--- src/rtl/nes_pad_pkg.sv ---
// rtl/nes_pad_pkg.sv - shared types and constants for the NES pad reader
package nes_pad_pkg;

    typedef enum logic [2:0] {
        ST_IDLE,
        ST_LATCH,
        ST_READ_LO,
        ST_READ_HI,
        ST_DONE
    } pad_state_t;

    // Button positions within game_input[7:0] (and within the new-press byte)
    localparam int BTN_A      = 0;
    localparam int BTN_B      = 1;
    localparam int BTN_SELECT = 2;
    localparam int BTN_START  = 3;
    localparam int BTN_UP     = 4;
    localparam int BTN_DOWN   = 5;
    localparam int BTN_LEFT   = 6;
    localparam int BTN_RIGHT  = 7;

    localparam int DEFAULT_DIV         = 300;
    localparam int DEFAULT_POLL_CYCLES = 833333;

endpackage

--- src/rtl/sync_2ff.sv ---
// rtl/sync_2ff.sv - two-flop synchroniser for one asynchronous input, resets high
module sync_2ff (
    input  logic clk,
    input  logic reset,
    input  logic d,
    output logic q
);

    logic meta;

    always_ff @(posedge clk or negedge reset) begin
        if (!reset) begin
            meta <= 1'b1;
            q    <= 1'b1;
        end else begin
            meta <= d;
            q    <= meta;
        end
    end

endmodule

--- src/rtl/nes_pad_reader.sv ---
// rtl/nes_pad_reader.sv - polls an NES serial pad and presents held/new-press button state
module nes_pad_reader
    import nes_pad_pkg::*;
#(
    parameter int DIV         = DEFAULT_DIV,
    parameter int POLL_CYCLES = DEFAULT_POLL_CYCLES
) (
    input  logic        clk,
    input  logic        reset,
    input  logic        pad_data,
    output logic        pad_latch,
    output logic        pad_clk,
    output logic [15:0] game_input,
    output logic        sample_valid
);

    localparam int TW = $clog2(POLL_CYCLES);
    localparam int CW = $clog2(2 * DIV);
    localparam logic [TW-1:0] POLL_LAST  = TW'(POLL_CYCLES - 1);
    localparam logic [CW-1:0] LATCH_LAST = CW'(2 * DIV - 1);
    localparam logic [CW-1:0] HALF_LAST  = CW'(DIV - 1);
    localparam logic [2:0]    LAST_BIT   = 3'(BTN_RIGHT);

    // A full poll must fit inside one poll period or a trigger could land outside IDLE
    if (POLL_CYCLES <= 17 * DIV + 4) begin : g_bad_poll_cycles
        $error("nes_pad_reader: POLL_CYCLES must exceed 17*DIV+4");
    end

    pad_state_t    state;
    logic [TW-1:0] poll_timer;
    logic [CW-1:0] div_cnt;
    logic [2:0]    bit_idx;
    logic [7:0]    shift_reg;
    logic [7:0]    prev_btn;
    logic [7:0]    cur_btn;
    logic          pad_sync;

    sync_2ff u_sync (
        .clk   (clk),
        .reset (reset),
        .d     (pad_data),
        .q     (pad_sync)
    );

    assign cur_btn = ~shift_reg;

    always_ff @(posedge clk or negedge reset) begin
        if (!reset) begin
            poll_timer <= '0;
        end else if (poll_timer == POLL_LAST) begin
            poll_timer <= '0;
        end else begin
            poll_timer <= poll_timer + TW'(1);
        end
    end

    // pad_latch/pad_clk are set on the transition so they track the state register exactly
    always_ff @(posedge clk or negedge reset) begin
        if (!reset) begin
            state        <= ST_IDLE;
            div_cnt      <= '0;
            bit_idx      <= '0;
            shift_reg    <= 8'hFF;
            prev_btn     <= 8'h00;
            game_input   <= 16'h0000;
            sample_valid <= 1'b0;
            pad_latch    <= 1'b0;
            pad_clk      <= 1'b0;
        end else begin
            sample_valid <= 1'b0;
            case (state)
                ST_IDLE: begin
                    if (poll_timer == POLL_LAST) begin
                        state     <= ST_LATCH;
                        pad_latch <= 1'b1;
                        div_cnt   <= '0;
                        shift_reg <= 8'hFF;
                    end
                end
                ST_LATCH: begin
                    if (div_cnt == LATCH_LAST) begin
                        state     <= ST_READ_LO;
                        pad_latch <= 1'b0;
                        div_cnt   <= '0;
                        bit_idx   <= '0;
                    end else begin
                        div_cnt <= div_cnt + CW'(1);
                    end
                end
                ST_READ_LO: begin
                    if (div_cnt == HALF_LAST) begin
                        shift_reg[bit_idx] <= pad_sync;
                        div_cnt            <= '0;
                        if (bit_idx == LAST_BIT) begin
                            state <= ST_DONE;
                        end else begin
                            state   <= ST_READ_HI;
                            pad_clk <= 1'b1;
                        end
                    end else begin
                        div_cnt <= div_cnt + CW'(1);
                    end
                end
                ST_READ_HI: begin
                    if (div_cnt == HALF_LAST) begin
                        state   <= ST_READ_LO;
                        pad_clk <= 1'b0;
                        div_cnt <= '0;
                        bit_idx <= bit_idx + 3'd1;
                    end else begin
                        div_cnt <= div_cnt + CW'(1);
                    end
                end
                ST_DONE: begin
                    game_input   <= {cur_btn & ~prev_btn, cur_btn};
                    prev_btn     <= cur_btn;
                    sample_valid <= 1'b1;
                    state        <= ST_IDLE;
                end
                default: begin
                    state     <= ST_IDLE;
                    pad_latch <= 1'b0;
                    pad_clk   <= 1'b0;
                end
            endcase
        end
    end

endmodule
--- config.mk ---
export PLATFORM = sky130hd
export DESIGN_NAME = nes_pad_reader
export DESIGN_NICKNAME = d
export VERILOG_FILES = /design/src/rtl/nes_pad_pkg.sv /design/src/rtl/sync_2ff.sv /design/src/rtl/nes_pad_reader.sv
export SDC_FILE = /design/constraint.sdc
export NUM_CORES = 1
export LEC_CHECK = 0
export ABC_AREA = 0
export CAP_MARGIN = 10
export CORE_ASPECT_RATIO = 2
export CORE_MARGIN = 2
export CORE_UTILIZATION = 63
export DETAILED_ROUTE_END_ITERATION = 7
export PLACE_DENSITY = 0.85
export SETUP_SLACK_MARGIN = 0.2
export SLEW_MARGIN = 20
export SYNTH_ARGS = -nofsm -noshare
export SYNTH_HDL_FRONTEND = slang
export SYNTH_SLANG_ARGS = --single-unit
--- constraint.sdc ---
create_clock -name clk -period 4.8 [get_ports clk]
set_clock_uncertainty 0.15 [all_clocks]
set_input_delay 0.48 -clock clk [delete_from_list [all_inputs] [get_ports clk]]
set_output_delay 0.48 -clock clk [all_outputs]
set_load 0.05 [all_outputs]
==> Flow_metrics.wiki <==
{| class="wikitable"
! Metric !! Value
|-
| Vias in the first global route || 2,340
|-
| Synthesized Nets || 315
|-
| Number of enable flip-flop cells after synthesis || 0
|-
| Netlist area before placement || 3150 µm²
|-
| Top flop regs || poll_timer: 20 flops, game_input: 16 flops, div_cnt: 10 flops
|-
| Overall global routing resource usage || 24.8%
|-
| Gp weighted congestion || 0.878
|-
| Detailed-placement wirelength estimate || 4170 µm
|-
| Highest attainable clock frequency || 0.392 GHz
|-
| Final number of hold-violating endpoints || 0
|-
| Final setup violation count || 0
|-
| Dpl ws || 2.26 ns
|-
| Floorplan die area || 5620 µm²
|-
| Overall power || 0.000954 W
|-
| Drt drc || 0
|-
| Result of the run || complete, no violations
|-
| Via count normalized by instance count || 5.99
|-
| Kind of end point of the critical path || register
|-
| Final nets || 333
|-
| Global-route congestion overflow total || 0
|-
| Maximum ir drop on the vdd rail || 0.000268 V
|-
| Sequential-to-total area share from yosys stat || 52.0%
|-
| Deepest clock path buffer count || 2
|-
| Setup repair after global routing missed its margin || no
|-
| Initial antenna violation count || 0
|-
| Signal arrival time at the worst endpoint || 2.62 ns
|-
| Final critical-path setup slack || 2.25 ns
|-
| Critical path class || reg2reg
|-
| Die height || 104 µm
|-
| Max Fanout on Critical Path || 11
|-
| Count of instances resized after the clock tree is built || 0
|-
| Total length of routed wires || 5960 µm
|-
| Clock tree from TritonCTS || done
|-
| CTS HTree Levels || 3
|-
| Hold buffer count at CTS || 0
|-
| Setup Total Neg Slack || 0 ns
|-
| Register with the most flip-flops || poll_timer
|-
| Worst-Margin Slew || 0.905 ns
|-
| Slew Limit Headroom || 39.5%
|-
| TritonCTS buffer count || 9
|-
| Total via count in the routed design || 2,319
|-
| Cell at the root of the clock tree || sky130_fd_sc_hd__clkbuf_8
|-
| Share of flip-flops with an asynchronous set or reset after synthesis || 100%
|-
| Initial core utilization || 64.8%
|-
| Count of pins over their slew limit || 0
|-
| Syn-to-layout area delta || 11.9%
|-
| Initial DRT Pass Iterations || 4
|-
| Number of clock sinks || 65
|-
| Residual antenna-violating net count after detailed routing || 0
|-
| WHS || 0.155 ns
|-
| Die X-Extent || 54.0 µm
|-
| Avg Cell Area, Syn || 10.3 µm²
|-
| Startpoint Class || register
|-
| Cells after synthesis || 307
|-
| Max reg flops || 20
|-
| Drt wl/cell || 15.4 µm
|-
| Clock latency of the later-clocked register in the worst-skew pair || 0.34 ns
|-
| # Max-Cap Violations || 0
|-
| Fin crit share || 53.2%
|-
| Core footprint || 4860 µm²
|-
| Total setup buffers inserted after CTS || 0
|-
| Number of buffers inserted by port buffering || 21
|-
| First-pass GRT wire length || 10,200 µm
|-
| Top-level I/O count || 22
|-
| Static Leakage || 1.50 nW
|-
| Areal power density over the cells || 270 nW/µm²
|-
| Netlist cell types || 51
|-
| Largest net degree at the start of global routing || 66
|-
| Predominant post-synthesis flop cell || sky130_fd_sc_hd__dfrtp_1
|-
| Number of warnings printed during yosys synthesis || 0
|-
| Number of antenna diodes || 0
|-
| Number of standard-cell rows in the floorplan || 36
|-
| Required time at the endpoint of the critical path || 4.87 ns
|-
| Final critical-path required period || 2.55 ns
|-
| Layout cells sized above 1 || 11.5%
|-
| Number of violations reported at the end of detailed-routing iteration 0 || 58
|-
| Class of the most critical hold timing path || in2async
|-
| Post-synthesis register bit count || 65
|-
| Clock-pin slew of the registers on the worst-case setup and hold paths || 0.07 ns
|}
Yosys cell counts (5+ instances only):
| cell | n | area, µm² |
|---|---|---|
| sky130_fd_sc_hd__a21oi_1 | 7 | 35.0 |
| sky130_fd_sc_hd__clkbuf_1 | 11 | 41.3 |
| sky130_fd_sc_hd__dfrtp_1 | 55 | 1380 |
| sky130_fd_sc_hd__dfstp_2 | 10 | 263 |
| sky130_fd_sc_hd__ha_1 | 5 | 62.6 |
| sky130_fd_sc_hd__inv_1 | 9 | 33.8 |
| sky130_fd_sc_hd__mux2_2 | 8 | 90.1 |
| sky130_fd_sc_hd__mux2i_1 | 8 | 80.1 |
| sky130_fd_sc_hd__nand2_1 | 45 | 169 |
| sky130_fd_sc_hd__nand3_1 | 10 | 50.1 |
| sky130_fd_sc_hd__nand4_1 | 5 | 31.3 |
| sky130_fd_sc_hd__nor2_1 | 25 | 93.8 |
| sky130_fd_sc_hd__nor3_1 | 7 | 35.0 |
| sky130_fd_sc_hd__o21ai_0 | 21 | 105 |
| sky130_fd_sc_hd__o31ai_1 | 10 | 75.1 |
| sky130_fd_sc_hd__xnor2_1 | 9 | 78.8 |
| sky130_fd_sc_hd__xor2_1 | 7 | 61.3 |
per-layer routing:
metal	vias up	wire, µm	share of wire, %	GRT usage (%)
met5	-	0	0	0
met4	0	161	2.7	12.9
met3	14	146	2.5	6.47
met2	36	3270	55	41.0
met1	1141	2390	40	27.6
li1	1128	-	-	-
power by group:
| group | leakage [nW] | switching [W] | internal, W |
|---|---|---|---|
| sequential | 0.858 | 0.000000643 | 0.000550 |
| combinational | 0.561 | 0.0000110 | 0.00000175 |
| clock | 0.0817 | 0.000189 | 0.000202 |
| total | 1.50 | 0.000201 | 0.000753 |
layout make-up:
class                   instances  area (µm²)
clock buffers                  15         156
clock inverters                 1        5.00
fillers                       351        1340
inverters                       9        33.8
multi-input cells             218        1410
flip-flops and latches         65        1640
well taps                      57        71.3
repair buffers                 22         213
path summary, 6_finish.rpt:
kind / slack, ns / depth (start not counted) / endpoint / startpoint
min in group clk: 0.21 / 0 / u_sync.q / u_sync.meta
hold reg to reg: 0.21 / 0 / u_sync.q / u_sync.meta
hold / removal: 0.16 / 2 / game_input[11] / reset
max in group asynchronous: 3.81 / 2 / poll_timer[2] / reset
setup reg to reg: 2.25 / 6 / div_cnt[0] / div_cnt[1]
setup / recovery: 2.25 / 6 / div_cnt[0] / div_cnt[1]
logic make-up (layout without fill, tap and decap cells):
logic type	after synthesis	after routing	synth area share, %
adder cells (fa/ha/maj)	5	5	1.98
XOR/XNOR	16	16	4.44
multiplexers	17	17	5.75
flip-flops	65	65	52.0
AO/OA/AOI/OAI	58	58	12.1
AND/OR/NAND/NOR	122	122	20.5
buffers and inverters	24	47	3.29
per-stage QoR:
step | cell area, µm² | util, % | cells
final | 3530 | 72.5 | 387
after global routing | 3530 | 72.5 | 387
after CTS | 3530 | 72.5 | 387
after detailed placement | 3370 | 69.2 | 371
after global placement | 3370 | 69.2 | 371
after floorplan | 3150 | - | 307
cell usage in the layout, fill, tap and decap left out, drive strengths merged, types with 7 or more instances in the layout:
master | netlist | layout
a21oi | 7 | 7
clkbuf | 11 | 15
clkdlybuf4s50 | 0 | 20
dfrtp | 55 | 55
dfstp | 10 | 10
inv | 9 | 9
mux2 | 9 | 9
mux2i | 8 | 8
nand2 | 45 | 45
nand3 | 10 | 10
nor2 | 25 | 25
nor3 | 8 | 8
o21ai | 21 | 21
o31ai | 10 | 10
xnor2 | 9 | 9
xor2 | 7 | 7
critical path, cell delays in order, from the launching register on:
cell and delay (ns):
sky130_fd_sc_hd__dfrtp_1 0.37, sky130_fd_sc_hd__ha_1 0.21, sky130_fd_sc_hd__nor4bb_1 0.34, sky130_fd_sc_hd__nand4b_1 0.41, sky130_fd_sc_hd__a22oi_2 0.54, sky130_fd_sc_hd__nor2_1 0.13, sky130_fd_sc_hd__mux2_2 0.28
No activity file was read; power rests on OpenSTA's default activity.
